## src/rtl/control_unit_pkg.sv

```systemverilog
// Shared types and encodings for the multicycle RV32I control unit.
// Optional debug halt support is enabled with CONTROL_UNIT_DEBUG_EN.
package control_unit_pkg;

  // Controller states; HALTED exists only in the debug build
  typedef enum logic [2:0] {
    S_RESET,
    S_FETCH,
    S_DECODE,
    S_EXEC,
    S_MEM,
    S_ILLEGAL
`ifdef CONTROL_UNIT_DEBUG_EN
    ,
    S_HALTED
`endif
  } state_e;

  // RV32I opcode classes recognised by the decoder
  typedef enum logic [3:0] {
    OPC_OP,
    OPC_OP_IMM,
    OPC_LUI,
    OPC_AUIPC,
    OPC_JAL,
    OPC_JALR,
    OPC_BRANCH,
    OPC_LOAD,
    OPC_STORE,
    OPC_SYSTEM,
    OPC_MISC_MEM,
    OPC_INVALID
  } opc_class_e;

  // Major opcodes, IR[6:0]
  localparam logic [6:0] OPCODE_OP       = 7'b0110011;
  localparam logic [6:0] OPCODE_OP_IMM   = 7'b0010011;
  localparam logic [6:0] OPCODE_LUI      = 7'b0110111;
  localparam logic [6:0] OPCODE_AUIPC    = 7'b0010111;
  localparam logic [6:0] OPCODE_JAL      = 7'b1101111;
  localparam logic [6:0] OPCODE_JALR     = 7'b1100111;
  localparam logic [6:0] OPCODE_BRANCH   = 7'b1100011;
  localparam logic [6:0] OPCODE_LOAD     = 7'b0000011;
  localparam logic [6:0] OPCODE_STORE    = 7'b0100011;
  localparam logic [6:0] OPCODE_SYSTEM   = 7'b1110011;
  localparam logic [6:0] OPCODE_MISC_MEM = 7'b0001111;

  // Memory address source
  localparam logic ADDR_ALU = 1'b0;
  localparam logic ADDR_PC  = 1'b1;

  // Register-file write-back source
  localparam logic [1:0] RD_ALU = 2'b00;
  localparam logic [1:0] RD_MEM = 2'b01;
  localparam logic [1:0] RD_CSR = 2'b10;
  localparam logic [1:0] RD_PC4 = 2'b11;

  // ALU operand 1 source
  localparam logic [1:0] INSEL1_RS = 2'b00;
  localparam logic [1:0] INSEL1_PC = 2'b01;
  localparam logic [1:0] INSEL1_ZR = 2'b10;

  // ALU operand 2 source
  localparam logic [1:0] INSEL2_RS = 2'b00;
  localparam logic [1:0] INSEL2_IM = 2'b01;
  localparam logic [1:0] INSEL2_IS = 2'b10;

  // Next-PC source
  localparam logic PC_PLUS4 = 1'b0;
  localparam logic PC_ALU   = 1'b1;

  // Core control-signal bundle driven by the controller
  typedef struct packed {
    logic       load_op;
    logic       write_pc;
    logic       write_ir;
    logic       write_rd;
    logic       write_csr;
    logic       mem_read;
    logic       mem_write;
    logic       addr_sel;
    logic [1:0] rd_sel;
    logic [1:0] alu_insel1;
    logic [1:0] alu_insel2;
    logic       pc_sel;
  } ctrl_t;

  // Immediate shifts (SLLI/SRLI/SRAI) take the shamt operand
  function automatic logic is_shift_f3(input logic [2:0] f3);
    return (f3 == 3'b001) || (f3 == 3'b101);
  endfunction

endpackage

```

## src/rtl/control_decode.sv

```systemverilog
// Combinational opcode classifier: IR opcode/f3 -> instruction class,
// legality and the f3-dependent sub-cases the controller needs.
module control_decode
  import control_unit_pkg::*;
(
  input  logic [6:0]  opcode,
  input  logic [2:0]  f3,
  output opc_class_e  opc_class,
  output logic        legal,
  output logic        is_shift,
  output logic        is_csr
);

  // Map the major opcode to a class; anything unrecognised is invalid
  always_comb begin
    // NOTE: every output of a combinational block gets a default first so no latch is inferred.
    opc_class = OPC_INVALID;
    case (opcode)
      OPCODE_OP:       opc_class = OPC_OP;
      OPCODE_OP_IMM:   opc_class = OPC_OP_IMM;
      OPCODE_LUI:      opc_class = OPC_LUI;
      OPCODE_AUIPC:    opc_class = OPC_AUIPC;
      OPCODE_JAL:      opc_class = OPC_JAL;
      OPCODE_JALR:     opc_class = OPC_JALR;
      OPCODE_BRANCH:   opc_class = OPC_BRANCH;
      OPCODE_LOAD:     opc_class = OPC_LOAD;
      OPCODE_STORE:    opc_class = OPC_STORE;
      OPCODE_SYSTEM:   opc_class = OPC_SYSTEM;
      OPCODE_MISC_MEM: opc_class = OPC_MISC_MEM;
      default:         opc_class = OPC_INVALID;
    endcase
  end

  assign legal    = (opc_class != OPC_INVALID);
  assign is_shift = (opc_class == OPC_OP_IMM) && is_shift_f3(f3);
  assign is_csr   = (opc_class == OPC_SYSTEM) && (f3 != 3'b000);

endmodule

```

## src/rtl/control_unit.sv

```systemverilog
// Multicycle main controller of the RV32I core. One instruction in flight:
// RESET -> FETCH -> DECODE -> EXEC [-> MEM] -> FETCH, ILLEGAL is terminal.
// Outputs are Mealy on mem_complete/cmp_true. Define CONTROL_UNIT_DEBUG_EN
// to add halt_req/resume_req/halted and a HALTED state at instruction
// boundaries.
module control_unit
  import control_unit_pkg::*;
#(
  parameter int unsigned RESET_WAIT = 1  // 1..15
) (
  input  logic       clk,
  input  logic       rst_n,
  input  logic [6:0] opcode,
  input  logic [2:0] f3,
  input  logic       mem_complete,
  input  logic       cmp_true,
  output logic       load_op,
  output logic       write_pc,
  output logic       write_ir,
  output logic       write_rd,
  output logic       write_csr,
  output logic       mem_read,
  output logic       mem_write,
  output logic       addr_sel,
  output logic [1:0] rd_sel,
  output logic [1:0] alu_insel1,
  output logic [1:0] alu_insel2,
  output logic       pc_sel,
  output logic       illegal
`ifdef CONTROL_UNIT_DEBUG_EN
  ,
  input  logic       halt_req,
  input  logic       resume_req,
  output logic       halted
`endif
);

  localparam logic [3:0] WAIT_LAST = 4'(RESET_WAIT);

  state_e     state_q, state_d;
  logic [3:0] cnt_q, cnt_d;
  logic       illegal_q, illegal_d;
  ctrl_t      ctrl;

  opc_class_e opc_class;
  logic       legal;
  logic       is_shift;
  logic       is_csr;

  control_decode u_decode (
    .opcode    (opcode),
    .f3        (f3),
    .opc_class (opc_class),
    .legal     (legal),
    .is_shift  (is_shift),
    .is_csr    (is_csr)
  );

  // Next state, RESET wait counter and sticky illegal flag
  always_comb begin
    state_d   = state_q;
    cnt_d     = cnt_q;
    illegal_d = illegal_q;
    case (state_q)
      S_RESET: begin
        // cnt_q counts RESET cycles seen with rst_n released
        if (cnt_q >= WAIT_LAST) state_d = S_FETCH;
        else                    cnt_d   = cnt_q + 4'd1;
      end
      S_FETCH:   if (mem_complete) state_d = S_DECODE;
      S_DECODE: begin
        if (legal) begin
          state_d = S_EXEC;
        end else begin
          state_d   = S_ILLEGAL;
          illegal_d = 1'b1;
        end
      end
      S_EXEC: begin
        if (opc_class == OPC_LOAD || opc_class == OPC_STORE) state_d = S_MEM;
        else                                                 state_d = S_FETCH;
      end
      S_MEM:     if (mem_complete) state_d = S_FETCH;
      S_ILLEGAL: state_d = S_ILLEGAL;
`ifdef CONTROL_UNIT_DEBUG_EN
      S_HALTED:  if (resume_req && !halt_req) state_d = S_FETCH;
`endif
      default:   state_d = S_RESET;
    endcase
`ifdef CONTROL_UNIT_DEBUG_EN
    // Halt only at an instruction boundary, never inside a FETCH wait
    if (state_d == S_FETCH && state_q != S_FETCH && halt_req) state_d = S_HALTED;
`endif
  end

  // State, counter and illegal flag registers with synchronous reset
  always_ff @(posedge clk) begin
    // NOTE: sequential state uses non-blocking assignments; rst_n is sampled only on the clock edge.
    if (!rst_n) begin
      state_q   <= S_RESET;
      cnt_q     <= '0;
      illegal_q <= 1'b0;
    end else begin
      state_q   <= state_d;
      cnt_q     <= cnt_d;
      illegal_q <= illegal_d;
    end
  end

  // Control-bundle decode from state, instruction class and handshakes
  always_comb begin
    ctrl = '0;
    case (state_q)
      S_FETCH: begin
        ctrl.mem_read = 1'b1;
        ctrl.addr_sel = ADDR_PC;
        ctrl.write_ir = mem_complete;
      end
      S_EXEC: begin
        case (opc_class)
          OPC_OP: begin
            ctrl.alu_insel1 = INSEL1_RS;
            ctrl.alu_insel2 = INSEL2_RS;
            ctrl.write_rd   = 1'b1;
            ctrl.rd_sel     = RD_ALU;
            ctrl.write_pc   = 1'b1;
            ctrl.pc_sel     = PC_PLUS4;
          end
          OPC_OP_IMM, OPC_LUI, OPC_AUIPC: begin
            ctrl.alu_insel1 = (opc_class == OPC_LUI)   ? INSEL1_ZR :
                              (opc_class == OPC_AUIPC) ? INSEL1_PC : INSEL1_RS;
            ctrl.alu_insel2 = is_shift ? INSEL2_IS : INSEL2_IM;
            ctrl.write_rd   = 1'b1;
            ctrl.rd_sel     = RD_ALU;
            ctrl.write_pc   = 1'b1;
            ctrl.pc_sel     = PC_PLUS4;
          end
          OPC_JAL, OPC_JALR: begin
            ctrl.alu_insel1 = (opc_class == OPC_JAL) ? INSEL1_PC : INSEL1_RS;
            ctrl.alu_insel2 = INSEL2_IM;
            ctrl.write_rd   = 1'b1;
            ctrl.rd_sel     = RD_PC4;
            ctrl.write_pc   = 1'b1;
            ctrl.pc_sel     = PC_ALU;
          end
          OPC_BRANCH: begin
            ctrl.alu_insel1 = INSEL1_PC;
            ctrl.alu_insel2 = INSEL2_IM;
            ctrl.write_pc   = 1'b1;
            ctrl.pc_sel     = cmp_true;
          end
          OPC_LOAD, OPC_STORE: begin
            // Address computation only; the access happens in MEM
            ctrl.alu_insel1 = INSEL1_RS;
            ctrl.alu_insel2 = INSEL2_IM;
          end
          OPC_SYSTEM: begin
            ctrl.write_pc  = 1'b1;
            ctrl.pc_sel    = PC_PLUS4;
            if (is_csr) begin
              ctrl.write_rd  = 1'b1;
              ctrl.rd_sel    = RD_CSR;
              ctrl.write_csr = 1'b1;
            end
          end
          OPC_MISC_MEM: begin
            ctrl.write_pc = 1'b1;
            ctrl.pc_sel   = PC_PLUS4;
          end
          default: ctrl = '0;
        endcase
      end
      S_MEM: begin
        // Request held every MEM cycle until the memory reports completion
        ctrl.alu_insel1 = INSEL1_RS;
        ctrl.alu_insel2 = INSEL2_IM;
        ctrl.addr_sel   = ADDR_ALU;
        if (opc_class == OPC_LOAD) begin
          ctrl.mem_read = 1'b1;
          ctrl.load_op  = 1'b1;
          if (mem_complete) begin
            ctrl.write_rd = 1'b1;
            ctrl.rd_sel   = RD_MEM;
          end
        end else begin
          ctrl.mem_write = 1'b1;
        end
        if (mem_complete) begin
          ctrl.write_pc = 1'b1;
          ctrl.pc_sel   = PC_PLUS4;
        end
      end
      default: ctrl = '0;
    endcase
  end

  assign load_op    = ctrl.load_op;
  assign write_pc   = ctrl.write_pc;
  assign write_ir   = ctrl.write_ir;
  assign write_rd   = ctrl.write_rd;
  assign write_csr  = ctrl.write_csr;
  assign mem_read   = ctrl.mem_read;
  assign mem_write  = ctrl.mem_write;
  assign addr_sel   = ctrl.addr_sel;
  assign rd_sel     = ctrl.rd_sel;
  assign alu_insel1 = ctrl.alu_insel1;
  assign alu_insel2 = ctrl.alu_insel2;
  assign pc_sel     = ctrl.pc_sel;
  assign illegal    = illegal_q;

`ifdef CONTROL_UNIT_DEBUG_EN
  assign halted = (state_q == S_HALTED);
`endif

endmodule

```

## config.mk

```make
export PLATFORM = sky130hd
export DESIGN_NAME = control_unit
export DESIGN_NICKNAME = d
export VERILOG_FILES = /design/src/rtl/control_unit_pkg.sv /design/src/rtl/control_decode.sv /design/src/rtl/control_unit.sv
export SDC_FILE = /design/constraint.sdc
export NUM_CORES = 1
export LEC_CHECK = 0
export CORE_UTILIZATION = 35
export DETAILED_ROUTE_END_ITERATION = 8
export PLACE_DENSITY = 0.76
export SETUP_SLACK_MARGIN = 0.02
export SKIP_CTS_REPAIR_TIMING = 1
export SYNTH_ARGS = -nofsm -noshare
export SYNTH_HDL_FRONTEND = slang
export SYNTH_SLANG_ARGS = --single-unit
```

## constraint.sdc

```tcl
create_clock -name clk -period 2.1 [get_ports clk]
set_clock_uncertainty 0.2 [all_clocks]
set_input_delay 0.21 -clock clk [delete_from_list [all_inputs] [get_ports clk]]
set_output_delay 0.21 -clock clk [all_outputs]
set_load 0.005 [all_outputs]
```

### Word-level counts from Yosys, hierarchy flattened

Cells that the tools add are included.

* flip-flop bits (word level): 8
* output and inout bits: 16
* word-level logic and storage cells: 87

* add/subtract/negate cells: 1
* $lt $le $gt $ge: 1
* equal/unequal tests: 32
* mux-type cells: 33
* bitwise operators: 2
* reductions and logical operators: 15

Operators by type and width (number)
* $pmux W4 S11: 1
* $eq A7 B7 Y1 const B: 4
* $eq A7 B6 Y1 const B: 3
* $pmux W3 S6: 1
* $eq A4 B3 Y1 const B: 4
* $pmux W4 S4: 1
* $mux W3: 5
* $eq A7 B5 Y1 const B: 2
* $mux W1: 14
* $pmux W7 S2: 1
* $eq A4 B4 Y1 const B: 3
* $eq A3 B3 Y1 const B: 3
* $reduce_or A9 Y1: 1
* $eq A4 B2 Y1 const B: 2
* $mux W2: 4
* $pmux W1 S2: 4
* $pmux W2 S2: 2
* $eq A7 B2 Y1 const B: 1
* $eq A7 B4 Y1 const B: 1
* $eq A3 B1 Y1 const B: 2
* $eq A3 B2 Y1 const B: 2
* $ne A2 B2 Y1 const B: 3
* $reduce_or A6 Y1: 1
* $add A4 B1 Y4 const B: 1
* 13 further kinds: 18

### Longest topological paths before layout

Gate-level depths: netlist (run 1).

* depth in word-level cells: 7
* mapped depth: 7
* depth with buffers taken out: 6

### Modules after synthesis

From an unflattened synthesis (run 1), not the netlist that was laid out.

* cells, all modules: 129
* area, all modules: 985.9 um^2

By module, submodules not included
* control_unit: times used 1, cells each 87, area each 698.2 um^2, sequential area each 160.2 um^2
* control_decode: times used 1, cells each 42, area each 287.8 um^2, sequential area each 0.0 um^2

### Worst setup path before layout (run 1)

Ideal clock, no wire load.

* path type: flip-flop to output port
* from: register state_q[0]
* to: output port write_rd
* data arrival time: 1210 ps
* setup slack: 480 ps
* stages on the path, launching flop included: 5
* path through: dfxtp_1 -> clkbuf_1 -> nand4_2 -> or3_1 -> nand4_1

* cells in the longest elaborated chain, start to end: 2
* elaborated cells between the ends (all ways): 3
* classes of those cells: 2 x eq/ne; 1 x mux

Ends and longest elaborated chain
* start, declared: line control_unit.sv:40 `state_e state_q, state_d;`
* start signal, assigned: line control_unit.sv:104 `state_q <= state_d;`
* $eq A3 B3 Y1 or $eq A3 B2 Y1 (tied branches): line control_unit.sv:113 `case (state_q)`
* $pmux W1 S2 (*): line control_unit.sv:113
* end, declared: line control_unit.sv:20 `output logic write_rd,`

Every way passes the cells marked *; elsewhere a longest branch is shown, timed or not.

### Worst setup path after layout (run 1)

* from: register state_q[2]
* to: output port pc_sel

* cells in the longest elaborated chain, start to end: 2
* elaborated cells between the ends (all ways): 3
* classes of those cells: 2 x eq/ne; 1 x mux

Ends and longest elaborated chain
* $eq A3 B3 Y1 or $eq A3 B2 Y1 (tied branches): line control_unit.sv:113
* $pmux W7 S2 (*): line control_unit.sv:113
* end, declared: line control_unit.sv:28 `output logic pc_sel,`

Marks and branches as above.

==> results of run 1 <==
[cells by family after synthesis]
logic type | after synthesis
XOR/XNOR | 2
AND/OR/NAND/NOR | 56
AO/OA/AOI/OAI | 27
adder cells (fa/ha/maj) | 3
multiplexers | 2
buffers and inverters | 14
flip-flops | 8
[sequential cells by signal, indices dropped and copies added (netlist names)]
name / flops
state_q: 3
cnt_q: 4
illegal: 1
[worst max-delay path: cells and delay by family, from the launching register on]
family / cells / cell delay, ns
compound gates: 1 / 0.04
simple gates: 3 / 0.70
buf+inv: 2 / 0.37
flops: 1 / 0.31
[cell type report]
| class | instances | area, um^2 | area share (%) |
|---|---|---|---|
| multi-input cells | 90 | 709 | 46.3 |
| repair buffers | 63 | 577 | 37.6 |
| clock buffers | 3 | 22.5 | 1.47 |
| well taps | 28 | 35.0 | 2.29 |
| flip-flops and latches | 8 | 163 | 10.6 |
| inverters | 7 | 26.3 | 1.71 |
[final timing paths]
check | from | endpoint | cells after the start
max | state_q[2] | pc_sel | 6
max reg2reg | cnt_q[1] | state_q[1] | 6
min | cnt_q[3] | cnt_q[3] | 1
min reg2reg | cnt_q[3] | cnt_q[3] | 1
[through the flow]
stage          std cells  worst slack (ns)  setup TNS, ns
2_1_floorplan        112             0.480              0
3_3_place_gp         194            -0.523          -5.99
3_5_place_dp         194            -0.548          -6.39
4_1_cts              197            -0.554          -6.38
5_1_grt              199           -0.0208        -0.0208
6_report             199            0.0359              0
[layout by cell type (no fill, tap or decap), types with 3 or more instances in the layout]
cell type and instances:
sky130_fd_sc_hd__inv_1 7, sky130_fd_sc_hd__o21ai_1 3, sky130_fd_sc_hd__nand2_1 4, sky130_fd_sc_hd__a21o_1 4, sky130_fd_sc_hd__dfxtp_1 6, sky130_fd_sc_hd__and2_1 3
sky130_fd_sc_hd__buf_4 33, sky130_fd_sc_hd__a21oi_1 5, sky130_fd_sc_hd__clkdlybuf4s50_1 9, sky130_fd_sc_hd__dlymetal6s2s_1 17, sky130_fd_sc_hd__nor3_1 3, sky130_fd_sc_hd__ha_1 3
sky130_fd_sc_hd__clkbuf_4 3, sky130_fd_sc_hd__nor2_1 12
[power groups by stage]
stage          clock (mW)  combinational, mW  sequential [mW]
4_1_cts             0.119              0.419            0.217
6_report            0.115              0.432            0.226
5_1_grt             0.124              0.470            0.229
3_5_place_dp            0              0.417            0.221
2_1_floorplan           0              0.250            0.211
3_3_place_gp            0              0.399            0.217
[per-layer routing]
layer  vias to the layer above  track usage [%]  part of all wire [%]
met4                         0             7.89                   2.0
met5                         -                0                     0
li1                        531                -                     -
met1                       494             20.0                    41
met3                         6            0.870                   3.3
met2                        27             41.7                    53
==> reports/results.txt, run 1 <==
The flow ran to the end, and the final reports show no timing, DRC or antenna violations. In the routed layout, each cell is associated on average with a via count of 5.32. Clock tree synthesis selected as its root buffer the cell sky130_fd_sc_hd__clkbuf_4. The average instance in the mapped netlist occupies 7.90 um^2. In the routed design, unresolved DRC markers number 0. The worst hold path belongs to the class register to register. The fraction of post-synthesis cell area in the top cell type by area came out at 18.1%. The power density normalized to cell area is 504 nW/um^2, and the deepest clock path buffer count is 2. The DRC violation total after the first TritonRoute iteration was 12; the complex-gate fraction of the synthesized area was 23.1%.

Synthesis inferred 8 register bits. For the total iterations of the first detailed-routing run, the log shows 4. Entering global routing, the biggest net connects 11 pins. The count of distinct cell types in the synthesized netlist came out at 53.

Cell with the most instances after synthesis: sky130_fd_sc_hd__nor2_1. The tools report the number of global-route vias before repair as 1030. The layout has 184 filler cells. The overall routing resource usage came out at 20.0%.

TritonCTS built the clock tree. The number of antenna violations at the first check in global routing came out at 0. The post-layout minimum cycle time works out to 2.06 ns. Detailed placement finished with a half-perimeter wire length of 2140 um. The run gives 17 as the floorplan row count. The final route contains 1058 vias.

The highest fanout seen on the critical path works out to 4. For this design the static power due to leakage is 0.916 nW. The die outline height was 52.3 um; the quantity of I/O buffers inserted on ports was 29. The predominant post-synthesis flop cell is sky130_fd_sc_hd__dfxtp_1. Measured against its own limit, the worst slew margin works out to 79.6%. The power share of the clock group is 14.9%, and the setup slack on the worst flop-to-flop path is 0.36 ns. For this design, the slowest cell found on the critical path is sky130_fd_sc_hd__dfxtp_2. The critical path goes through and2b_2, and4_4, nand4_1, buf_4, o41ai_2, buf_2. Counting every instance in the synthesized netlist gives 112. The effective utilization at floorplan came out at 38.5%. The tightest hold margin was 0.269 ns; the total power was 0.773 mW. For the depth of the CTS H-tree, the log shows 1.

Timing would allow up to 484 MHz. After routing the design area is 1530 um^2. The die is 52.3 um wide.

The area of the placeable core is 2300 um^2, and the area share of fa/ha/maj cells after synthesis is 4.24%. The mapped netlist covers 885 um^2. The sequential fraction of the synthesis area was 18.1%; the count of flip-flops with a built-in enable after synthesis was 0. STA classifies the critical path endpoint as a primary output. Of the cells placed in the final design, the portion with a size suffix greater than 1 is 37.4%.

CTS saw 8 sinks. The area added between synthesis and finish was 73.3%. Pin placement for this block handled 30 I/O pins. Yosys attributes the largest share of cell area to sky130_fd_sc_hd__dfxtp_1 18%, sky130_fd_sc_hd__nor2_1 5.9%, sky130_fd_sc_hd__ha_1 4.2%. The critical path is of the register to primary output type. The startpoint type of the worst setup path was a register. For this run, asynchronously set or reset flops after synthesis account for 0%.

The logs give 29.2% for the portion of total power attributed to sequential cells and 0 for the hold violation count in the final report. Setup repair after global routing could not meet its margin everywhere. The count of nets left with antenna violations once routing finished came out at 0.

The combinational cell fraction of total power was 55.9%; the utilization after layout was 66.7%. Dominant cell type by area after synthesis: sky130_fd_sc_hd__dfxtp_1. In the final routed layout, each cell accounts on average for 13.9 um.

The largest family of logic cells by synthesized area was simple AND/OR/NAND/NOR gates. After clock tree synthesis, the clock-pin slew on the worst setup and hold paths is 0.05 ns. The TritonCTS buffer count is 3. The measured slew at the worst slew-check pin was 0.306 ns. The die covers 2730 um^2. The run gives 190 as the number of nets at the end of the flow.

For this design the total switching power over the nets is 0.287 mW. In this run switching power makes up 37.1% of total power. Synthesis produced a netlist with a net count of 129.

The sum of routed wire length over all layers was 2770 um. For the area after detailed placement, the log shows 1400 um^2. Dividing the final minimum period by the clock period gives 98.3%. Final weighted congestion of routability-driven global placement: 0.839.

The maximum cell stage delay along the critical path was 0.31 ns; the max-capacitance violation count was 0. The simple-gate share of the synthesized area was 41.2%. Across the VDD grid, the largest voltage drop is 630 uV.

The clock latency on the worst-skew pair was 0.25 ns. The tools report the final number of max-transition violations as 0. For the number of warning messages in the yosys log, the log shows 0. The first global-routing pass estimated 4150 um of wire. The fraction of synthesized area in multiplexers was 2.40%; the worst endpoint required time was 1.69 ns. Of the total synthesized cell area, the portion taken by XOR and XNOR cells is 1.98%.

For the number of endpoints failing setup at the final stage, the log shows 0. The data arrival time at the worst-slack endpoint came out at 1.65 ns. Counting instances in the post-synthesis netlist gives the leading cell types as 14 x sky130_fd_sc_hd__nor2_1, 8 x sky130_fd_sc_hd__dfxtp_1, 7 x sky130_fd_sc_hd__inv_1, 6 x sky130_fd_sc_hd__nand2_1, 5 x sky130_fd_sc_hd__a21oi_1. For this run the aggregate overflow at the end of global routing stands at 0. The internal power of the cells totals 0.486 mW. 0 antenna diodes ended up in the layout.
Note: power is estimated with default switching activity, not from simulation.
==> inputs of run 2 (changes only) <==
--- a/config.mk
+++ b/config.mk
@@ -5,6 +5,7 @@
 export SDC_FILE = /design/constraint.sdc
 export NUM_CORES = 1
 export LEC_CHECK = 0
+export CORE_ASPECT_RATIO = 1.1
 export CORE_UTILIZATION = 35
 export DETAILED_ROUTE_END_ITERATION = 8
 export PLACE_DENSITY = 0.76
==> run 2 against run 1 <==
Largest power group unchanged. Sequential share of layout area is 0.49 points lower. Final area is 4.0% higher. Critical endpoint unchanged. Maximum frequency is 2.9% lower. The run now ends with negative setup slack left. Die area hardly changed. Highest routed layer unchanged.
==> reports/results.txt, run 2 (synthesized netlist as in run 1, its figures left out) <==
For the total power, the log shows 0.802 mW (+3.7%). The finished layout cell area came out at 1590 um^2 (+4.0%). The power density normalized to cell area is 503 nW/um^2 (-0.30%), and the horizontal die dimension is 49.9 um (-4.5%). STA classifies the critical path endpoint as a primary output. The tools report the number of antenna-violating nets in the routed design as 0 (unchanged). The area added between synthesis and finish came out at 80.2%. The number of nets at the end of the flow is 195 (+2.6%). The most critical setup path has its endpoint at pc_sel. The logs give -0.0266 ns (-0.0625 ns) for the smallest setup slack after layout and 0.258 ns (-0.0112 ns) for the tightest hold margin.

The area of the placeable core was 2320 um^2 (+0.98%). The pre-CTS worst setup slack was -0.595 ns (-0.0464 ns). The library cell used most frequently in the layout, excluding fill and tap cells, is sky130_fd_sc_hd__buf_4.

Post-DP HPWL: 2070 um (-3.1%). The area of the multi-input gates was 724 um^2 (+2.1%). The logs give 0 (unchanged) for the final number of max-transition violations and 0 (unchanged) for the antenna cell count. STA classifies the critical path startpoint as a register. In this run the critical register-to-register path is launched from cnt_q[1].

The final weighted congestion of routability-driven global placement came out at 0.877 (+4.4%). The die footprint came out at 2730 um^2 (about the same). Grouping stages by cell kind, the critical path spends the most delay in simple AND/OR/NAND/NOR gates. The average wire length per cell after detail routing works out to 14.5 um (+4.0%). Setup repair after global routing could not meet its margin everywhere. The number of antenna violations at the first check in global routing was 0 (unchanged). The utilization after layout came out at 68.7% (+2.0 points).

The detailed-route vias per instance works out to 5.21 (-1.9%). Number of cells on the critical path: 6 (unchanged). The maximum number of pins on one net before global-route repair is 9 (-2), and the share of post-route cells with drive strength above 1 is 36.9% (-0.50 points). The effective utilization at floorplan was 38.1% (-0.37 points); the sum of routed wire length over all layers was 2980 um (+7.7%).

The worst endpoint required time is 1.69 ns (about the same), and the wire length of the first global-routing pass is 4280 um (+3.2%). The critical path goes through and2b_2, and4_4, buf_4, o21ai_1, o41ai_2, dlymetal6s2s_1. The clock edge transition at the registers on the reported setup and hold paths came out at 0.05 ns (about the same). Slowest library cell on the worst path: sky130_fd_sc_hd__dfxtp_1.

The measured slew at the worst slew-check pin was 0.298 ns (-0.00762 ns). The final reports fail on negative setup slack. The floorplan row count is 18 (+1). The tools report the depth of the CTS H-tree as 1 (unchanged). Number of top-level pins: 30 (unchanged). TritonCTS built the clock tree.

The TritonCTS buffer count came out at 3 (unchanged). The post-layout minimum cycle time was 2.13 ns (+0.0625 ns); the buffer and inverter count on the worst path was 2 (unchanged). The tools report the area after detailed placement as 1410 um^2 (+0.72%). The worst setup path startpoint was state_q[2]. The number of cells traversed by the worst hold path is 2 (+1). Headroom to the max-slew limit: 80.1% (+0.54 points). The max-capacitance violation count is 0 (unchanged), and the deepest clock path buffer count is 2 (unchanged).

The number of remaining DRC errors was 0 (unchanged). The run gives 161 um^2 (-0.77%) as the area taken by flip-flops and latches. The maximum VDD drop came out at 572 uV (-9.1%).

The number of flip-flops under the largest register name was 4 (unchanged). The clock latency on the worst-skew pair is 0.26 ns (about the same), and the number of filler instances in the final layout is 181 (-1.6%). The data arrival time at the worst-slack endpoint was 1.72 ns (+0.07 ns). The number of global-route vias before repair came out at 1068 (+3.7%). The final worst-path cycle share was 101% (+3.0 points); the number of cells on the worst reg-to-reg path was 6 (unchanged). Capture point of the worst reg-to-reg path: state_q[1]. The total iterations of the first detailed-routing run was 4 (unchanged).

The quantity of I/O buffers inserted on ports works out to 29 (unchanged). Hold violation count in the final report: 0 (unchanged). Setup slack on the worst flop-to-flop path: 0.37 ns (about the same).

The CTS root buffer is sky130_fd_sc_hd__clkbuf_4. The highest clock rate came out at 470 MHz (-2.9%). The number of sinks on the clock net was 8 (unchanged); the maximum cell stage delay along the critical path was 0.30 ns (about the same).

Sum of overflow across all layers after global routing: 0 (unchanged). The leakage power figure was 0.965 nW (+5.3%). For the number of endpoints failing setup at the final stage, the log shows 1 (+1). For the number of standard cells in the final layout excluding fillers, the log shows 206 (+3.5%). The run finished, with violations left.

The top register by number of flip-flops was cnt_q. The overall routing resource usage is 20.3% (+0.36 points). The die outline height was 54.7 um (+4.7%). The DRC violation total after the first TritonRoute iteration came out at 14 (+2). The run gives 197 (+1.5%) as the total instance count after detailed placement.

Highest fanout seen on the critical path: 3 (-1). Via count: 1074 (+1.5%). The type of the most critical hold path is register to register.

The sum of negative setup slack came out at -0.0266 ns (-0.0266 ns). The top cell types in the final layout, fill and taps aside, are 38 x sky130_fd_sc_hd__buf_4, 18 x sky130_fd_sc_hd__dlymetal6s2s_1, 14 x sky130_fd_sc_hd__nor2_1. The worst setup path is of the register to primary output kind.
==> run 2: cell count changes in the layout (fill, tap and decap cells not counted), moves of 2 or more <==
cell                     change
sky130_fd_sc_hd__buf_4       +5
sky130_fd_sc_hd__buf_2       -2
sky130_fd_sc_hd__nor2_1      +2
sky130_fd_sc_hd__nor2_2      -2
==> run 2: worst min-delay path, cell delays in order, from the launching register on <==
cell	delay, ns
sky130_fd_sc_hd__dfxtp_1	0.31
sky130_fd_sc_hd__nand2_1	0.05
sky130_fd_sc_hd__o21ai_1	0.05
==> run 2: how the worst min path moves through the flow <==
stage / startpoint / endpoint / slack [ns]
detailed placement: illegal / illegal / 0.25
CTS: illegal / illegal / 0.26
global route: cnt_q[3] / cnt_q[3] / 0.29
finish: illegal / illegal / 0.26
global placement: illegal / illegal / 0.24
floorplan: rst_n / illegal / 0.13
==> run 2: power by group <==
group / internal [mW] / switching [mW] / total [mW]
Clock: 0.0655 / 0.0546 / 0.120
Combinational: 0.246 / 0.209 / 0.455
Sequential: 0.188 / 0.0388 / 0.226
Total: 0.499 / 0.303 / 0.802
==> run 2: routing by layer <==
layer / wire [um] / part of all wire, % / vias up / global-route usage [%]
li1: - / - / 537 / -
met1: 1250 / 42 / 503 / 20.6
met2: 1620 / 54 / 29 / 42.8
met3: 56 / 1.9 / 5 / 1.67
met4: 48 / 1.6 / 0 / 8.57
met5: 0 / 0 / - / 0
==> run 2: cell type report <==
class,count,share of cell area [%]
multi-input cells,90,45.4
repair buffers,68,39.0
flip-flops and latches,8,10.1
well taps,30,2.35
inverters,7,1.65
clock buffers,3,1.41
